### config.mk
export PLATFORM = sky130hd
export DESIGN_NAME = leds_frame_scheduler
export DESIGN_NICKNAME = d
export VERILOG_FILES = /design/src/rtl/leds_frame_scheduler.sv
export SDC_FILE = /design/constraint.sdc
export NUM_CORES = 1
export LEC_CHECK = 0
export BUFFER_PORTS_ARGS = -buffer_cell sky130_fd_sc_hd__buf_4
export CAP_MARGIN = 20
export CORE_MARGIN = 2
export CORE_UTILIZATION = 50
export CTS_BUF_LIST = sky130_fd_sc_hd__clkbuf_8
export DETAILED_ROUTE_END_ITERATION = 16
export GPL_TIMING_DRIVEN = 0
export PLACE_DENSITY_LB_ADDON = 0.25
export SYNTH_ARGS = -nofsm -noshare
export SYNTH_HDL_FRONTEND = slang
export SYNTH_SLANG_ARGS = --single-unit
### constraint.sdc
create_clock -name clk -period 1.8 [get_ports clk]
set_input_delay 0.09 -clock clk [delete_from_list [all_inputs] [get_ports clk]]
set_output_delay 0.09 -clock clk [all_outputs]
set_load 0.01 [all_outputs]
### src/rtl/leds_frame_scheduler.sv
// Frame sequencer for the racer LED strip: snapshots player positions, streams one GRB word
// per LED over valid/ready, then holds the line idle for the strip latch gap.
module leds_frame_scheduler #(
    parameter int MAX_POS       = 109,
    parameter int POS_W         = 7,
    parameter int LATCH_CLK_CNT = 4000
) (
    input  logic             clk,
    input  logic             force_reset,
    input  logic             update_frame,
    input  logic [POS_W-1:0] blue_pos,
    input  logic [POS_W-1:0] red_pos,
    input  logic [POS_W-1:0] green_pos,
    input  logic [POS_W-1:0] yellow_pos,
    output logic [23:0]      pix_data,
    output logic [POS_W-1:0] pix_index,
    output logic             pix_valid,
    input  logic             pix_ready,
    output logic             busy,
    output logic             frame_done
);

    localparam int                CNT_W    = (LATCH_CLK_CNT > 1) ? $clog2(LATCH_CLK_CNT) : 1;
    localparam logic [POS_W-1:0]  LAST_IDX = POS_W'(MAX_POS - 1);
    localparam logic [CNT_W-1:0]  LAST_CNT = CNT_W'(LATCH_CLK_CNT - 1);

    localparam logic [23:0] GRB_BLUE   = 24'h0000FF;
    localparam logic [23:0] GRB_RED    = 24'h00FF00;
    localparam logic [23:0] GRB_GREEN  = 24'hFF0000;
    localparam logic [23:0] GRB_YELLOW = 24'hFFFF00;

    typedef enum logic [1:0] {
        S_IDLE,
        S_STREAM,
        S_LATCH
    } state_t;

    state_t             r_state;
    state_t             w_state_nxt;

    logic [POS_W-1:0]   r_snap_blue;
    logic [POS_W-1:0]   r_snap_red;
    logic [POS_W-1:0]   r_snap_green;
    logic [POS_W-1:0]   r_snap_yellow;
    logic [POS_W-1:0]   r_index;
    logic               r_valid;
    logic               r_pending;
    logic [CNT_W-1:0]   r_latch_cnt;

    logic               w_xfer;
    logic               w_last_xfer;
    logic               w_latch_last;
    logic               w_start;
    logic [23:0]        w_colour;

    // Widened compare so MAX_POS == 2**POS_W still works.
    function automatic logic on_pixel(input logic [POS_W-1:0] pos, input logic [POS_W-1:0] idx);
        return (pos == idx) && ({1'b0, pos} < (POS_W + 1)'(MAX_POS));
    endfunction

    assign w_xfer       = r_valid & pix_ready;
    assign w_last_xfer  = w_xfer && (r_index == LAST_IDX);
    assign w_latch_last = (r_state == S_LATCH) && (r_latch_cnt == LAST_CNT);

    // NOTE: the state register only holds state; everything it feeds is decided below.
    always_ff @(posedge clk or posedge force_reset) begin
        if (force_reset) begin
            r_state <= S_IDLE;
        end else begin
            r_state <= w_state_nxt;
        end
    end

    // NOTE: defaults first, so no path through the case leaves an output unassigned (no latch).
    always_comb begin
        w_state_nxt = r_state;
        w_start     = 1'b0;
        case (r_state)
            S_IDLE: begin
                if (update_frame) begin
                    w_state_nxt = S_STREAM;
                    w_start     = 1'b1;
                end
            end
            S_STREAM: begin
                if (w_last_xfer) begin
                    w_state_nxt = S_LATCH;
                end
            end
            S_LATCH: begin
                if (w_latch_last) begin
                    if (r_pending || update_frame) begin
                        w_state_nxt = S_STREAM;
                        w_start     = 1'b1;
                    end else begin
                        w_state_nxt = S_IDLE;
                    end
                end
            end
            default: begin
                w_state_nxt = S_IDLE;
            end
        endcase
    end

    // NOTE: sequential state uses non-blocking assignments so every register samples pre-edge values.
    always_ff @(posedge clk or posedge force_reset) begin
        if (force_reset) begin
            r_snap_blue   <= '0;
            r_snap_red    <= '0;
            r_snap_green  <= '0;
            r_snap_yellow <= '0;
            r_index       <= '0;
            r_valid       <= 1'b0;
            r_pending     <= 1'b0;
            r_latch_cnt   <= '0;
        end else begin
            if (w_start) begin
                r_snap_blue   <= blue_pos;
                r_snap_red    <= red_pos;
                r_snap_green  <= green_pos;
                r_snap_yellow <= yellow_pos;
                r_index       <= '0;
                r_valid       <= 1'b1;
            end else if (w_xfer) begin
                if (r_index == LAST_IDX) begin
                    r_valid <= 1'b0;
                end else begin
                    r_index <= r_index + POS_W'(1);
                end
            end

            if (r_state == S_LATCH && !w_latch_last) begin
                r_latch_cnt <= r_latch_cnt + CNT_W'(1);
            end else begin
                r_latch_cnt <= '0;
            end

            // A restart consumes every outstanding request, including one arriving this cycle.
            if (w_start) begin
                r_pending <= 1'b0;
            end else if (update_frame && r_state != S_IDLE) begin
                r_pending <= 1'b1;
            end
        end
    end

    always_comb begin
        w_colour = 24'h000000;
        if (on_pixel(r_snap_blue, r_index)) begin
            w_colour = GRB_BLUE;
        end else if (on_pixel(r_snap_red, r_index)) begin
            w_colour = GRB_RED;
        end else if (on_pixel(r_snap_green, r_index)) begin
            w_colour = GRB_GREEN;
        end else if (on_pixel(r_snap_yellow, r_index)) begin
            w_colour = GRB_YELLOW;
        end
    end

    assign pix_data   = r_valid ? w_colour : 24'h000000;
    assign pix_index  = r_index;
    assign pix_valid  = r_valid;
    assign busy       = (r_state != S_IDLE);
    assign frame_done = w_latch_last;

endmodule

======== After elaboration in Yosys (flattened, before gate mapping) ========
Index checks and enable logic that the tools add are counted.
word-level totals
  output and inout bits ................... 34
  bits in registers ....................... 51
  word-level logic and storage cells ...... 69
  bits of input ports ..................... 32
cells by class
  reductions and logical operators ........ 18
  equality and inequality tests ........... 12
  order comparisons ....................... 4
  $add $sub $neg .......................... 2
  bitwise gates (word level) .............. 1
  mux-type cells .......................... 23
operators with widths
  cell                     count
  $mux W24                 5
  $eq A7 B7 Y1             4
  $lt A7 B7 Y1 const B     4
  $mux W7                  3
  $add A12 B1 Y12 const B  1
  $eq A12 B12 Y1 const B   1
  $mux W12                 1
  $mux W1                  9
  $logic_and A1 B1 Y1      8
  $ne A2 B2 Y1 const B     4
  $reduce_bool A2 Y1       4
  $add A7 B1 Y7 const B    1
  $eq A7 B7 Y1 const B     1
  $mux W2                  3
  $pmux W2 S3              1
  $reduce_and A2 Y1        2
  $reduce_and A3 Y1        1
  $eq A2 B1 Y1 const B     1
  $eq A2 B2 Y1 const B     1
  $logic_not A2 Y1         1
  $pmux W1 S2              1
  $and A1 B1 Y1            1
  $logic_not A1 Y1         1
  $logic_or A1 B1 Y1       1

======== Longest topological paths before layout ========
  depth after elaboration ................. 7
  depth in mapped cells ................... 8
  mapped depth without buffers ............ 7

======== Worst setup path after synthesis ========
OpenSTA, ideal clock, no wires.
  path kind ............................... register to output
  from .................................... register r_index[1], in the netlist pix_index[1]
  to ...................................... output pix_data[17]
  buffers on the path ..................... 2
  data required time ...................... 1.710 ns
  path slack .............................. -0.434 ns
  stages on the path, launching flop included .. 8
  arrival time ............................ 2.144 ns
  cells stage by stage .................... dfrtp_1 > clkbuf_1 > xor2_1 > nor4_1 > nand3_1 > nor2b_1 > nor3_1 > buf_4
on the way
  cells in the longest elaborated chain, start to end .. 7
  elaborated cells on any way between the ends .. 13
  classes of those cells .................. 4 x eq/ne; 5 x mux; 4 x reduce/logical
ends and longest elaborated chain
  item                    RTL line  text
  from (decl)             45        logic [POS_W-1:0] r_index;
  from (signal assigned)  129       r_index <= r_index + POS_W'(1);
  $eq A7 B7 Y1            58        return (pos == idx) && ({1'b0, pos} < (POS_W + 1)'(MAX_POS));
  $logic_and A1 B1 Y1     58
  $mux W24                156       end else if (on_pixel(r_snap_yellow, r_index)) begin
  $mux W24                154       end else if (on_pixel(r_snap_green, r_index)) begin
  $mux W24                152       end else if (on_pixel(r_snap_red, r_index)) begin
  $mux W24 *              150       if (on_pixel(r_snap_blue, r_index)) begin
  $mux W24 *              161       assign pix_data = r_valid ? w_colour : 24'h000000;
  to (decl)               15        output logic [23:0] pix_data,
Every way passes the cells marked *; elsewhere a longest branch is shown, timed or not.

======== Worst setup path in the final report ========
  from .................................... register r_index[1], in the netlist pix_index[1]
  to ...................................... output pix_data[11]
The elaborated chain is that of the path after synthesis.

==> flow_summary_export.csv <==
group,metric,value,unit
synth,ys_seq_area_share,44.6,%
floorplanning,num_rows,27,
finish,multi_input_area,1500,µm²
finish,syn2layout_area_growth,48.9,%
floorplanning,start_util,52.0,%
job,maxCapViolCount,0,
synth,synth-seq-cells,51,
timing,fin_crit,2.34,ns
critical_path,required,1.71,ns
global_route,antenna_found_initial,0,
synth,synth_nets,293,
pwr,leakagePower,2.09,nW
timing,hold_viol,0,
synth,synth.distinct_cells,38,
place,hpwl,4180,µm
finish,register_area,1280,µm²
critical_path,endpoint_kind,"output port",
floorplanning,pin_count,66,
synth,synth.top_cell.area_share,44.6,%
synth,yosys_most_used_dff,"dfrtp_1",
synth,synth-compound-area-share,4.15,%
routing,drcViolationCount,0,
global_route,grt_pass1_wl,10900,µm
timing,worst_pin_slew,0.339,ns
critical_path,arrival,2.25,ns
place,routabilityCongestion,0.745,
routing,dr.first_iter.drc_count,139,
synth,synth_edf_count,0,
synth,synth.top_cells.by_count,"dfrtp_1, nor2_1, xnor2_1, buf_4, xor2_1",
finish,postLayoutCoreUtil,77.4,%
place,place_ws,-0.267,ns
finish,fillerInstances,340,
synth,synth_xor_xnor_area_share,13.5,%
synth,synth-simple-area-share,12.7,%
clock_network,cts.htree.levels,2,
place,io_buffers,65,
timing,max_slew_margin,77.4,%
pwr,ir_worst_vdd,536,µV
synth,syn_avg_cell_area,11.1,µm²
pwr,p_per_area,895,nW/µm²
synth,synth_area,2860,µm²
global_route,grt-ovfl-total,0,
timing,grt_setup_unrepaired,"true",
synth,synth_fa_ha_area_share,1.31,%
timing,hold_slack,0.0103,ns
routing,wl,7150,µm
routing,ant_nets,0,
critical_path,cp-start-kind,"flip-flop",
routing,dr_total_vias,2254,
timing,finalClockSkew,0.0116,ns
floorplanning,die_area,6350,µm²
synth,synth_top_cell_by_area,"dfrtp_1",
global_route,grt.total_usage,22.2,%
timing,slew_violations,0,
routing,dr.pass1.iters,4,
timing,tns,-13.21,ns
synth,synthTopCellsByArea,"dfrtp_1, mux2_4, xnor2_1, xor2_1, buf_4",
synth,synth_top_family_by_area,"multiplexers",
clock_network,clkTransAtPathRegs,0.10,ns
synth,yosysMostFrequentCell,"dfrtp_1",
finish,design_area,4260,µm²
outcome,status,"complete, but fails checks",
synth,muxShareOfSynthArea,14.0,%
clock_network,cts-root-buf,"clkbuf_8",
outcome,violations,"setup timing",
timing,period_share,130,%
worst_hold_path,min_path_type,"input pin to flip-flop",
routing,post_drt_wl_per_cell,16.2,µm
clock_network,clock_latency,0.30,ns
place,placed_cell_area,3510,µm²
floorplanning,fp.dieH,79.7,µm
synth,syn-instance-count,258,
synth,async_flop_share,100,%
critical_path,crit_fanout,8,
global_route,grt_pass1_vias,2258,
clock_network,clock-sinks,51,
finish,final_net_count,402,
routing,avgViaCountPerCell,5.12,
timing,max_freq,428,MHz
finish,n_antenna_cell,0,
floorplanning,coreArea,5510,µm²
timing,final-setup-viol-count,47,
synth,yosys_warnings,0,
global_route,grt_max_degree,39,
floorplanning,die_x,79.7,µm
timing,worst_slack,-0.536,ns
finish,drive_gt1_share,53.5,%
clock_network,cts_buffer_depth,2,
clock_network,cts_tree,"built",
critical_path,crit_type,"flip-flop to output port",
clock_network,cts_buffers,5,
where the power goes:
| part | internal [W] | leakage, nW | switching [W] | total, W |
|---|---|---|---|---|
| registers | 0.00124 | 0.644 | 0.000121 | 0.00136 |
| logic | 0.00102 | 1.40 | 0.000791 | 0.00182 |
| clock network | 0.000263 | 0.0505 | 0.000370 | 0.000633 |
layout by cell type (no fill, tap or decap), drive strengths merged, types with 2 or more instances in the layout:
master | netlist | routed
nand2 | 9 | 9
inv | 6 | 8
and3 | 2 | 2
mux2 | 28 | 28
nor4 | 2 | 2
xnor2 | 23 | 23
a311oi | 2 | 2
o21ai | 2 | 2
xor2 | 21 | 21
nand4 | 5 | 5
o211ai | 4 | 4
a21oi | 3 | 3
dfrtp | 51 | 51
ha | 3 | 3
buf | 31 | 134
o211a | 2 | 2
and2 | 2 | 2
nand2b | 4 | 4
nand3 | 9 | 9
nor2 | 33 | 33
nor3 | 5 | 5
clkbuf | 2 | 5
cell families (layout without fill, tap and decap cells):
group,Yosys count,in the layout
and+or+nand+nor,76,76
DFF,51,51
xor gates and xnor gates,44,44
buffers and inverters,39,149
muxes,29,29
AOI/OAI and AO/OA,16,16
adders and majority gates,3,3
layout make-up:
| class | instances | area share (%) |
|---|---|---|
| buffer | 32 | 7.81 |
| multi-input combinational | 168 | 35.2 |
| sequential | 51 | 30.0 |
| inverter | 6 | 0.587 |
| clock buffer | 5 | 1.61 |
| tap | 72 | 2.11 |
| clock inverter | 3 | 0.294 |
| timing repair buffer | 103 | 22.4 |
per-layer routing:
| layer | vias up | wire (µm) | track usage [%] |
|---|---|---|---|
| met5 | - | 0 | 0 |
| met4 | 0 | 83 | 7.41 |
| met3 | 10 | 395 | 5.43 |
| met2 | 77 | 3840 | 37.7 |
| met1 | 1115 | 2830 | 27.8 |
| li1 | 1052 | - | - |
worst max-delay path: stages (launching register included):
cell,delay [ns]
dfrtp_2,0.50
buf_6,0.15
xnor2_2,0.12
nand4_1,0.18
a311oi_4,0.40
a21oi_2,0.08
nor2_2,0.16
buf_6,0.15
buf_4,0.10
buf_4,0.10
repair_timing:
item	CTS	global route
setup endpoints to repair	55	58
buffers inserted	25	11
pin swaps	8	20
hold buffers	1	0
cloned	2	0
endpoints found under the hold margin	13	0
gates resized for setup	57	34
state kept, by name, summed over array words and instances (netlist names):
name	count
r_pending	1
pix_valid	1
r_snap_yellow	7
r_latch_cnt	12
r_snap_red	7
pix_index	7
r_snap_blue	7
r_state	2
r_snap_green	7
path summary, 6_finish.rpt:
path	to	cells past startpoint	slack, ns	start
hold / removal	r_snap_blue[2]	2	0.01	blue_pos[2]
min in group asynchronous	r_latch_cnt[8]	3	0.31	force_reset
setup / recovery	pix_data[11]	9	-0.54	pix_index[1]
max in group asynchronous	pix_index[1]	4	0.99	force_reset
hold reg to reg	r_pending	2	0.51	r_pending
setup reg to reg	r_snap_green[6]	8	-0.10	r_latch_cnt[0]
per-stage QoR:
stage | power, W | instances
2_1_floorplan | 0.00219 | 258
3_3_place_gp | 0.00258 | 395
3_5_place_dp | 0.00262 | 396
4_1_cts | 0.00357 | 432
5_1_grt | 0.00400 | 440
6_report | 0.00381 | 440
Note: power is estimated with default switching activity, not from simulation.
